<file path="src/rtl/operand_fetch_stage_pkg.sv">
// Shared widths and the operand bundle handed from operand fetch to execute.
package operand_fetch_stage_pkg;

  localparam int XLEN  = 32;
  localparam int NREG  = 32;
  localparam int PC_W  = 32;
  localparam int REG_W = 5;

  typedef logic [REG_W-1:0] reg_idx_t;

  localparam reg_idx_t ZERO_REG = 5'd0;

  typedef struct packed {
    logic [XLEN-1:0] op1;
    logic [XLEN-1:0] op2;
    reg_idx_t        rd;
    logic            rd_we;
    logic [PC_W-1:0] pc;
  } bundle_t;

endpackage

</file>
<file path="src/rtl/operand_fetch_stage_reg_scoreboard.sv">
// Pending-write bit per architectural register; set on issue, cleared by writeback or flush.
// Combinational lookups for three addresses; a same-cycle set beats any clear.
module reg_scoreboard
  import operand_fetch_stage_pkg::*;
(
  input  logic     clk,
  input  logic     reset,
  input  logic     set_en,
  input  reg_idx_t set_rd,
  input  logic     clr_en,
  input  reg_idx_t clr_rd,
  input  logic     fl_en,
  input  reg_idx_t fl_rd,
  input  reg_idx_t rd_a1,
  input  reg_idx_t rd_a2,
  input  reg_idx_t rd_a3,
  output logic     pend_a1,
  output logic     pend_a2,
  output logic     pend_a3
);

  logic [NREG-1:0] pend_q;
  logic [NREG-1:0] pend_d;

  always_comb begin
    pend_d = pend_q;
    if (clr_en) pend_d[clr_rd] = 1'b0;
    if (fl_en)  pend_d[fl_rd]  = 1'b0;
    if (set_en) pend_d[set_rd] = 1'b1;
    pend_d[ZERO_REG] = 1'b0;
  end

  always_ff @(posedge clk or posedge reset) begin
    if (reset) pend_q <= '0;
    else       pend_q <= pend_d;
  end

  assign pend_a1 = pend_q[rd_a1];
  assign pend_a2 = pend_q[rd_a2];
  assign pend_a3 = pend_q[rd_a3];

endmodule

</file>
<file path="src/rtl/operand_fetch_stage.sv">
// Operand fetch: RAW/WAW stall via scoreboard, registered bundle out, 1-cycle latency, holds until out_ready.
// BYPASS_EN enables writeback-to-operand forwarding and lets a reader issue in the writeback cycle.
module operand_fetch_stage
  import operand_fetch_stage_pkg::*;
(
  input  logic            clk,
  input  logic            reset,
  input  logic            in_valid,
  output logic            in_ready,
  input  logic [4:0]      in_rs1,
  input  logic [4:0]      in_rs2,
  input  logic [4:0]      in_rd,
  input  logic            in_rd_we,
  input  logic [PC_W-1:0] in_pc,
  output logic [4:0]      rf_a1,
  output logic [4:0]      rf_a2,
  input  logic [XLEN-1:0] rf_rd1,
  input  logic [XLEN-1:0] rf_rd2,
  input  logic            wb_valid,
  input  logic [4:0]      wb_rd,
  input  logic [XLEN-1:0] wb_data,
  input  logic            flush,
  output logic            out_valid,
  input  logic            out_ready,
  output logic [XLEN-1:0] out_op1,
  output logic [XLEN-1:0] out_op2,
  output logic [4:0]      out_rd,
  output logic            out_rd_we,
  output logic [PC_W-1:0] out_pc
);

  logic    out_valid_q, out_valid_d;
  bundle_t bundle_q, bundle_d;
  logic    pend_rs1, pend_rs2, pend_rd;
  logic    haz_rs1, haz_rs2, haz_waw;
  logic    accept;
  logic [XLEN-1:0] op1, op2;

  assign rf_a1 = in_rs1;
  assign rf_a2 = in_rs2;

  reg_scoreboard u_sb (
    .clk     (clk),
    .reset   (reset),
    .set_en  (accept & in_rd_we & (in_rd != ZERO_REG)),
    .set_rd  (in_rd),
    .clr_en  (wb_valid),
    .clr_rd  (wb_rd),
    .fl_en   (flush & out_valid_q & bundle_q.rd_we),
    .fl_rd   (bundle_q.rd),
    .rd_a1   (in_rs1),
    .rd_a2   (in_rs2),
    .rd_a3   (in_rd),
    .pend_a1 (pend_rs1),
    .pend_a2 (pend_rs2),
    .pend_a3 (pend_rd)
  );

`ifdef BYPASS_EN
  // A writeback landing this cycle resolves the hazard; its data is forwarded.
  logic byp_rs1, byp_rs2, byp_rd;
  assign byp_rs1 = wb_valid & (wb_rd == in_rs1);
  assign byp_rs2 = wb_valid & (wb_rd == in_rs2);
  assign byp_rd  = wb_valid & (wb_rd == in_rd);
  assign haz_rs1 = (in_rs1 != ZERO_REG) & pend_rs1 & ~byp_rs1;
  assign haz_rs2 = (in_rs2 != ZERO_REG) & pend_rs2 & ~byp_rs2;
  assign haz_waw = in_rd_we & pend_rd & ~byp_rd;
`else
  logic unused_wb_data;
  assign unused_wb_data = ^wb_data;
  assign haz_rs1 = (in_rs1 != ZERO_REG) & pend_rs1;
  assign haz_rs2 = (in_rs2 != ZERO_REG) & pend_rs2;
  assign haz_waw = in_rd_we & pend_rd;
`endif

  assign in_ready = ~flush & ~(haz_rs1 | haz_rs2 | haz_waw) & (~out_valid_q | out_ready);
  assign accept   = in_valid & in_ready;

  always_comb begin
    op1 = '0;
    op2 = '0;
    if (in_rs1 != ZERO_REG) begin
`ifdef BYPASS_EN
      op1 = byp_rs1 ? wb_data : rf_rd1;
`else
      op1 = rf_rd1;
`endif
    end
    if (in_rs2 != ZERO_REG) begin
`ifdef BYPASS_EN
      op2 = byp_rs2 ? wb_data : rf_rd2;
`else
      op2 = rf_rd2;
`endif
    end
  end

  always_comb begin
    out_valid_d = out_valid_q;
    bundle_d    = bundle_q;
    if (flush) begin
      out_valid_d = 1'b0;
    end else if (accept) begin
      out_valid_d    = 1'b1;
      bundle_d.op1   = op1;
      bundle_d.op2   = op2;
      bundle_d.rd    = in_rd;
      bundle_d.rd_we = in_rd_we;
      bundle_d.pc    = in_pc;
    end else if (out_ready) begin
      out_valid_d = 1'b0;
    end
  end

  always_ff @(posedge clk or posedge reset) begin
    if (reset) begin
      out_valid_q <= 1'b0;
      bundle_q    <= '0;
    end else begin
      out_valid_q <= out_valid_d;
      bundle_q    <= bundle_d;
    end
  end

  assign out_valid = out_valid_q;
  assign out_op1   = bundle_q.op1;
  assign out_op2   = bundle_q.op2;
  assign out_rd    = bundle_q.rd;
  assign out_rd_we = bundle_q.rd_we;
  assign out_pc    = bundle_q.pc;

endmodule
</file>
<file path="config.mk">
export PLATFORM = sky130hd
export DESIGN_NAME = operand_fetch_stage
export DESIGN_NICKNAME = d
export VERILOG_FILES = /design/src/rtl/operand_fetch_stage_pkg.sv /design/src/rtl/operand_fetch_stage_reg_scoreboard.sv /design/src/rtl/operand_fetch_stage.sv
export SDC_FILE = /design/constraint.sdc
export NUM_CORES = 1
export LEC_CHECK = 0
export BUFFER_PORTS_ARGS = -buffer_cell sky130_fd_sc_hd__buf_2
export CAP_MARGIN = 10
export CORE_ASPECT_RATIO = 1.2
export CORE_MARGIN = 2
export CORE_UTILIZATION = 53
export DETAILED_ROUTE_END_ITERATION = 16
export PLACE_DENSITY = 0.9
export SLEW_MARGIN = 15
export SYNTH_ARGS = -nofsm -noshare
export SYNTH_HDL_FRONTEND = slang
export SYNTH_SLANG_ARGS = --single-unit
export TNS_END_PERCENT = 30
</file>
<file path="constraint.sdc">
create_clock -name clk -period 7.8 [get_ports clk]
set_input_delay 0 -clock clk [delete_from_list [all_inputs] [get_ports clk]]
set_output_delay 0 -clock clk [all_outputs]
set_load 0.03 [all_outputs]
</file>
Word-level counts from Yosys, hierarchy flattened

Cells that the tools add are included.

Bits in registers: 134
Output and inout port bits: 114
Input port bits: 155
Logic and storage cells: 64

Reductions and logical operators: 8
Multiplexer cells: 20
Bitwise logic cells: 21
Order comparisons: 8

Operator list:

| kind                                                                  | number |
|---|---|
| 32-bit 2-to-1 mux                                                     | 5 |
| 32-bit bitwise AND                                                    | 2 |
| 32-bit NOT                                                            | 2 |
| 32-bit bitwise OR                                                     | 1 |
| 5-bit by 6-bit < comparator with 1-bit output, second input constant  | 5 |
| 1-bit binary-select mux with 5-bit select                             | 3 |
| 1-bit demux with 5-bit select                                         | 3 |
| 5-bit by 1-bit >= comparator with 1-bit output, second input constant | 3 |
| 5-bit nonzero test                                                    | 3 |
| 1-bit bitwise AND                                                     | 10 |
| 1-bit 2-to-1 mux                                                      | 9 |
| 1-bit logical AND                                                     | 3 |
| 1-bit NOT                                                             | 3 |
| 1-bit bitwise OR                                                      | 3 |
| 3-bit nonzero test                                                    | 1 |
| 2-bit AND reduction                                                   | 1 |

Longest topological paths before layout

Depth after elaboration: 12
Gate-level depth with buffers: 11
Mapped depth without buffers: 6

By module

From an unflattened synthesis, not the netlist that was laid out.

Cell total of the unflattened synthesis: 531
Area total of the unflattened synthesis: 6516.2 µm²

Modules (own cells, without submodules):

| module              | times used | cells each | area an instance (µm²) | seq. area each (µm²) |
|---|---|---|---|---|
| operand_fetch_stage | 1          | 253        | 3930.0                 | 2577.5 |
| reg_scoreboard      | 1          | 278        | 2586.2                 | 775.7 |

Worst setup path before layout

No wires, ideal clock.

Path kind: register to register
Start: register u_sb.pend_q[19]
End: register bundle_q (netlist bit out_rd[0])
Setup time: 0.128 ns
Path buffers: 2
Period minus slack after synthesis: 2.484 ns
Data arrival time: 2.356 ns
Data required time: 7.672 ns
Path slack: 5.316 ns
Stages on the path, launching flop included: 8
Path through: dfrtp_1 mux4_2 a2111oi_0 a32oi_1 a211o_1 buf_6 buf_6 mux2_1

Word-level cells in the longest chain between the ends: 10
Elaborated cells between the ends (all ways): 16
Classes of those cells: 6 x mux; 9 x bitwise; 1 x reduce/logical

RTL lines:

| what                                                         | RTL line                                                                           | source |
|---|---|---|
| start, declared                                              | operand_fetch_stage_reg_scoreboard.sv:22                                           | `logic [NREG-1:0] pend_q;` |
| start signal, assigned                                       | operand_fetch_stage_reg_scoreboard.sv:35                                           | `else pend_q <= pend_d;` |
| 1-bit binary-select mux with 5-bit select (on tied branches) | operand_fetch_stage_reg_scoreboard.sv:38, operand_fetch_stage_reg_scoreboard.sv:39 |  |
| 1-bit 2-to-1 mux (on tied branches)                          | operand_fetch_stage_reg_scoreboard.sv:38, operand_fetch_stage_reg_scoreboard.sv:39 |  |
| 1-bit bitwise AND (on tied branches)                         | operand_fetch_stage.sv:71, operand_fetch_stage.sv:72                               |  |
| 1-bit bitwise OR                                             | operand_fetch_stage.sv:76                                                          | `assign in_ready = ~flush & ~(haz_rs1 \| haz_rs2 \| haz_waw) & (~out_valid_q \| out_ready);` |
| 1-bit bitwise OR (*)                                         | operand_fetch_stage.sv:76                                                          |  |
| 1-bit NOT (*)                                                | operand_fetch_stage.sv:76                                                          |  |
| 1-bit bitwise AND (*) (2 in series)                          | operand_fetch_stage.sv:76                                                          |  |
| 1-bit bitwise AND (*)                                        | operand_fetch_stage.sv:77                                                          | `assign accept = in_valid & in_ready;` |
| 2-bit AND reduction (no source line) (*)                     | --                                                                                 |  |
| end signal, assigned                                         | operand_fetch_stage.sv:121                                                         | `bundle_q <= bundle_d;` |
| end, declared                                                | operand_fetch_stage.sv:33                                                          | `bundle_t bundle_q, bundle_d;` |

Mark *: on every way between the ends. The rest lies on a longest branch, timed or not. The select of a mux whose other input is x is not followed.
A chain may end at the register's enable or synchronous reset.

Worst setup path after layout

Start: register u_sb.pend_q[1]
End: register bundle_q (netlist bit out_pc[0])

The elaborated chain is that of the path after synthesis.

==> impl_metrics.tcl <==
set metrics [dict create \
    status "complete, no violations" \
    ir_worst_vdd_mv 0.189 \
    clk_path_buf_depth 2 \
    htreeDepth 4 \
    period_share_pct 48.8 \
    cts_root_buf "clkbuf_16" \
    instances_no_fill 1113 \
    arrival_ns 4.10 \
    hold_depth 2 \
    async_flop_share_pct 100 \
    crit_type "reg -> reg" \
    setup_tns_ns 0 \
    dieArea_sq_um 14100 \
    rsz0062_at_grt "false" \
    path_clk_slew_ns 0.06 \
    ys_types 47 \
    grt_max_degree 81 \
    placed_area_sq_um 8050 \
    setup_ws_ns 3.99 \
    yosys.area_share.simple_pct 10.8 \
    num_vias 6529 \
    synth_top_family_by_area "multiplexers" \
    antenna_found_initial 0 \
    grt_pass1_vias 6842 \
    n_antenna_cell 0 \
    fp.dieH_um 129 \
    syn_area_sq_um 6960 \
    cp.required_ns 8.09 \
    power_density_nw_per_um2 269 \
    yosys-top-cells-area "dfrtp_1 48%, mux2i_1 11%, mux2_2 5.8%, mux4_2 5.2%, nand2_1 4.7%" \
    rows 45 \
    relSlewSlack_pct 26.9 \
    place_congestion 0.918 \
    tightestPinTransition_ns 1.09 \
    cts_buffers 17 \
    start_util_pct 54.7 \
    start_kind "register" \
    drive_above_1_share_pct 35.3 \
    synthCells 628 \
    postRouteAntennaNets 0 \
    overflow 0 \
    synth_edf_count 0 \
    synth_top_area_share_pct 48.2 \
    holdWs_ns 0.0944 \
    worstSkewPairLatency_ns 0.41 \
    wire_per_inst_um 20.0 \
    ys_seq_area_share_pct 48.2 \
    synth_fa_ha_area_share_pct 0 \
    maxCapViolCount 0 \
    syn_nets 783 \
    synth_compound_area_share_pct 9.86 \
    synthXorXnorAreaFrac_pct 0 \
    cts_tree "yes" \
    synth_most_common_cell "dfrtp_1" \
    coreArea_sq_um 12700 \
    slowest_stage "buf_4" \
    io_pins 269 \
    timing.fmax_ghz 0.262 \
    avgViaCountPerCell 5.87 \
    grt_pass1_wl_mm 34.7 \
    synthFlopType "dfrtp_1" \
    drt_iter0_markers 546 \
    track_usage_pct 32.4 \
    dp_hpwl_mm 13.1 \
    area_growth_pct 38.1 \
    syn_area_per_cell_sq_um 11.1 \
    drc_errors 0 \
    placed_cells 981 \
    pre_cts_slack_ns 4.16 \
    maxSlewViolCount 0 \
    final.fill_count 816 \
    reg2regPathDepth 7 \
    io_buffers 236 \
    fin_nets 1091 \
    first_pass_iters 5 \
    synth_common_cells "134 x dfrtp_1, 87 x nand2_1, 76 x mux2i_1" \
    final_util_pct 75.5 \
    hp-class "in -> reg" \
    yosys.area.top_type "dfrtp_1" \
    synth_warnings 0 \
    critical_path.max_fanout 80 \
    ys_ff_latch 134 \
    finalClockSkew_ns 0.0121 \
    die_width_um 109 \
    muxShareOfSynthArea_pct 22.6 \
    fin_area_sq_um 9610 \
    layout_min_cycle_time_ns 3.81 \
    cp-end-kind "register" \
    leakagePower_nw 5.04 \
    hold_violations 0 \
    clock-sinks 134 \
    slowest_delay_ns 0.81 \
    crit_path_cell_trace "mux4_2, nor4bb_1, a211oi_1, a41oi_1, a211o_4, buf_4, mux2_2" \
    finalSetupViolCount 0 \
    drt-total-wl_mm 22.3 \
    report.power.total_mw 2.58 \
]
[flip-flops by register name, summed over array words and instances (netlist names)]
name / cells
out_op1: 32
out_op2: 32
out_pc: 32
u_sb.pend_q: 31
out_rd: 5
out_rd_we: 1
out_valid: 1
[repair_timing]
item                      CTS  global route
hold endpoints to repair  122             0
hold buffers              100             0
resized for setup           0             0
buffers inserted            0             0
[worst max-delay path, delay by kind of cell (launching register included)]
family / cells / cell delay (ns)
buf+inv: 1 / 0.81
simple gates: 1 / 0.29
compound gates: 3 / 1.31
flops: 1 / 0.47
mux: 2 / 0.72
[report_power, final]
group / total [mW] / switching (mW) / internal (mW) / leakage (nW)
sequential: 0.972 / 0.121 / 0.851 / 1.63
combinational: 0.857 / 0.560 / 0.297 / 3.15
clock: 0.752 / 0.310 / 0.442 / 0.261
total: 2.58 / 0.991 / 1.59 / 5.04
[worst paths after layout]
kind | start | end | slack (ns)
setup / recovery | u_sb.pend_q[1] | out_pc[0] | 3.99
min in group asynchronous | reset | out_pc[5] | 0.14
setup reg to reg | u_sb.pend_q[1] | out_pc[0] | 3.99
hold / removal | in_rd[0] | out_rd[0] | 0.09
max in group asynchronous | reset | out_op1[10] | 5.96
hold reg to reg | out_pc[9] | out_pc[9] | 0.50
[final cells by class]
type | count | area (sq um) | share of cell area [%]
sequential | 134 | 3350 | 34.9
multi-input combinational | 374 | 3020 | 31.5
timing repair buffer | 339 | 2200 | 22.9
clock buffer | 19 | 433 | 4.51
inverter | 70 | 265 | 2.76
tap | 164 | 205 | 2.14
clock inverter | 13 | 123 | 1.28
[cells in the final DEF, fill, tap and decap left out, types with 3 or more instances in the layout]
cell,synthesis,final
buf_4,10,3
o221ai_1,31,31
nor2b_1,7,7
a31oi_1,3,3
nand2b_1,4,4
o31ai_1,16,16
o21ai_0,11,11
mux2_1,4,4
dlygate4sd3_1,0,100
nor2_1,10,10
clkbuf_16,0,17
or2_2,4,4
nand2_1,87,86
mux2_2,36,36
buf_2,4,236
o41ai_1,4,4
nor3b_1,3,3
nand3b_1,11,11
clkinvlp_4,0,4
dfrtp_1,134,134
nand3_1,9,9
or3b_2,5,5
inv_1,70,69
mux4_2,16,16
nor3_1,7,7
inv_6,0,4
or3_1,4,4
mux2i_1,76,76
[logic make-up after synthesis]
logic type	after synthesis
AO/OA/AOI/OAI	86
buffers and inverters	120
AND/OR/NAND/NOR	156
flip-flops	134
multiplexers	132
[per-layer routing]
metal	vias to the layer above	wire, um	track usage (%)
li1	2839	-	-
met1	3171	7640	36.9
met4	0	1290	19.7
met3	113	1620	6.04
met5	-	0	0
met2	406	11800	56.3
(Power assumes the default switching activity.)
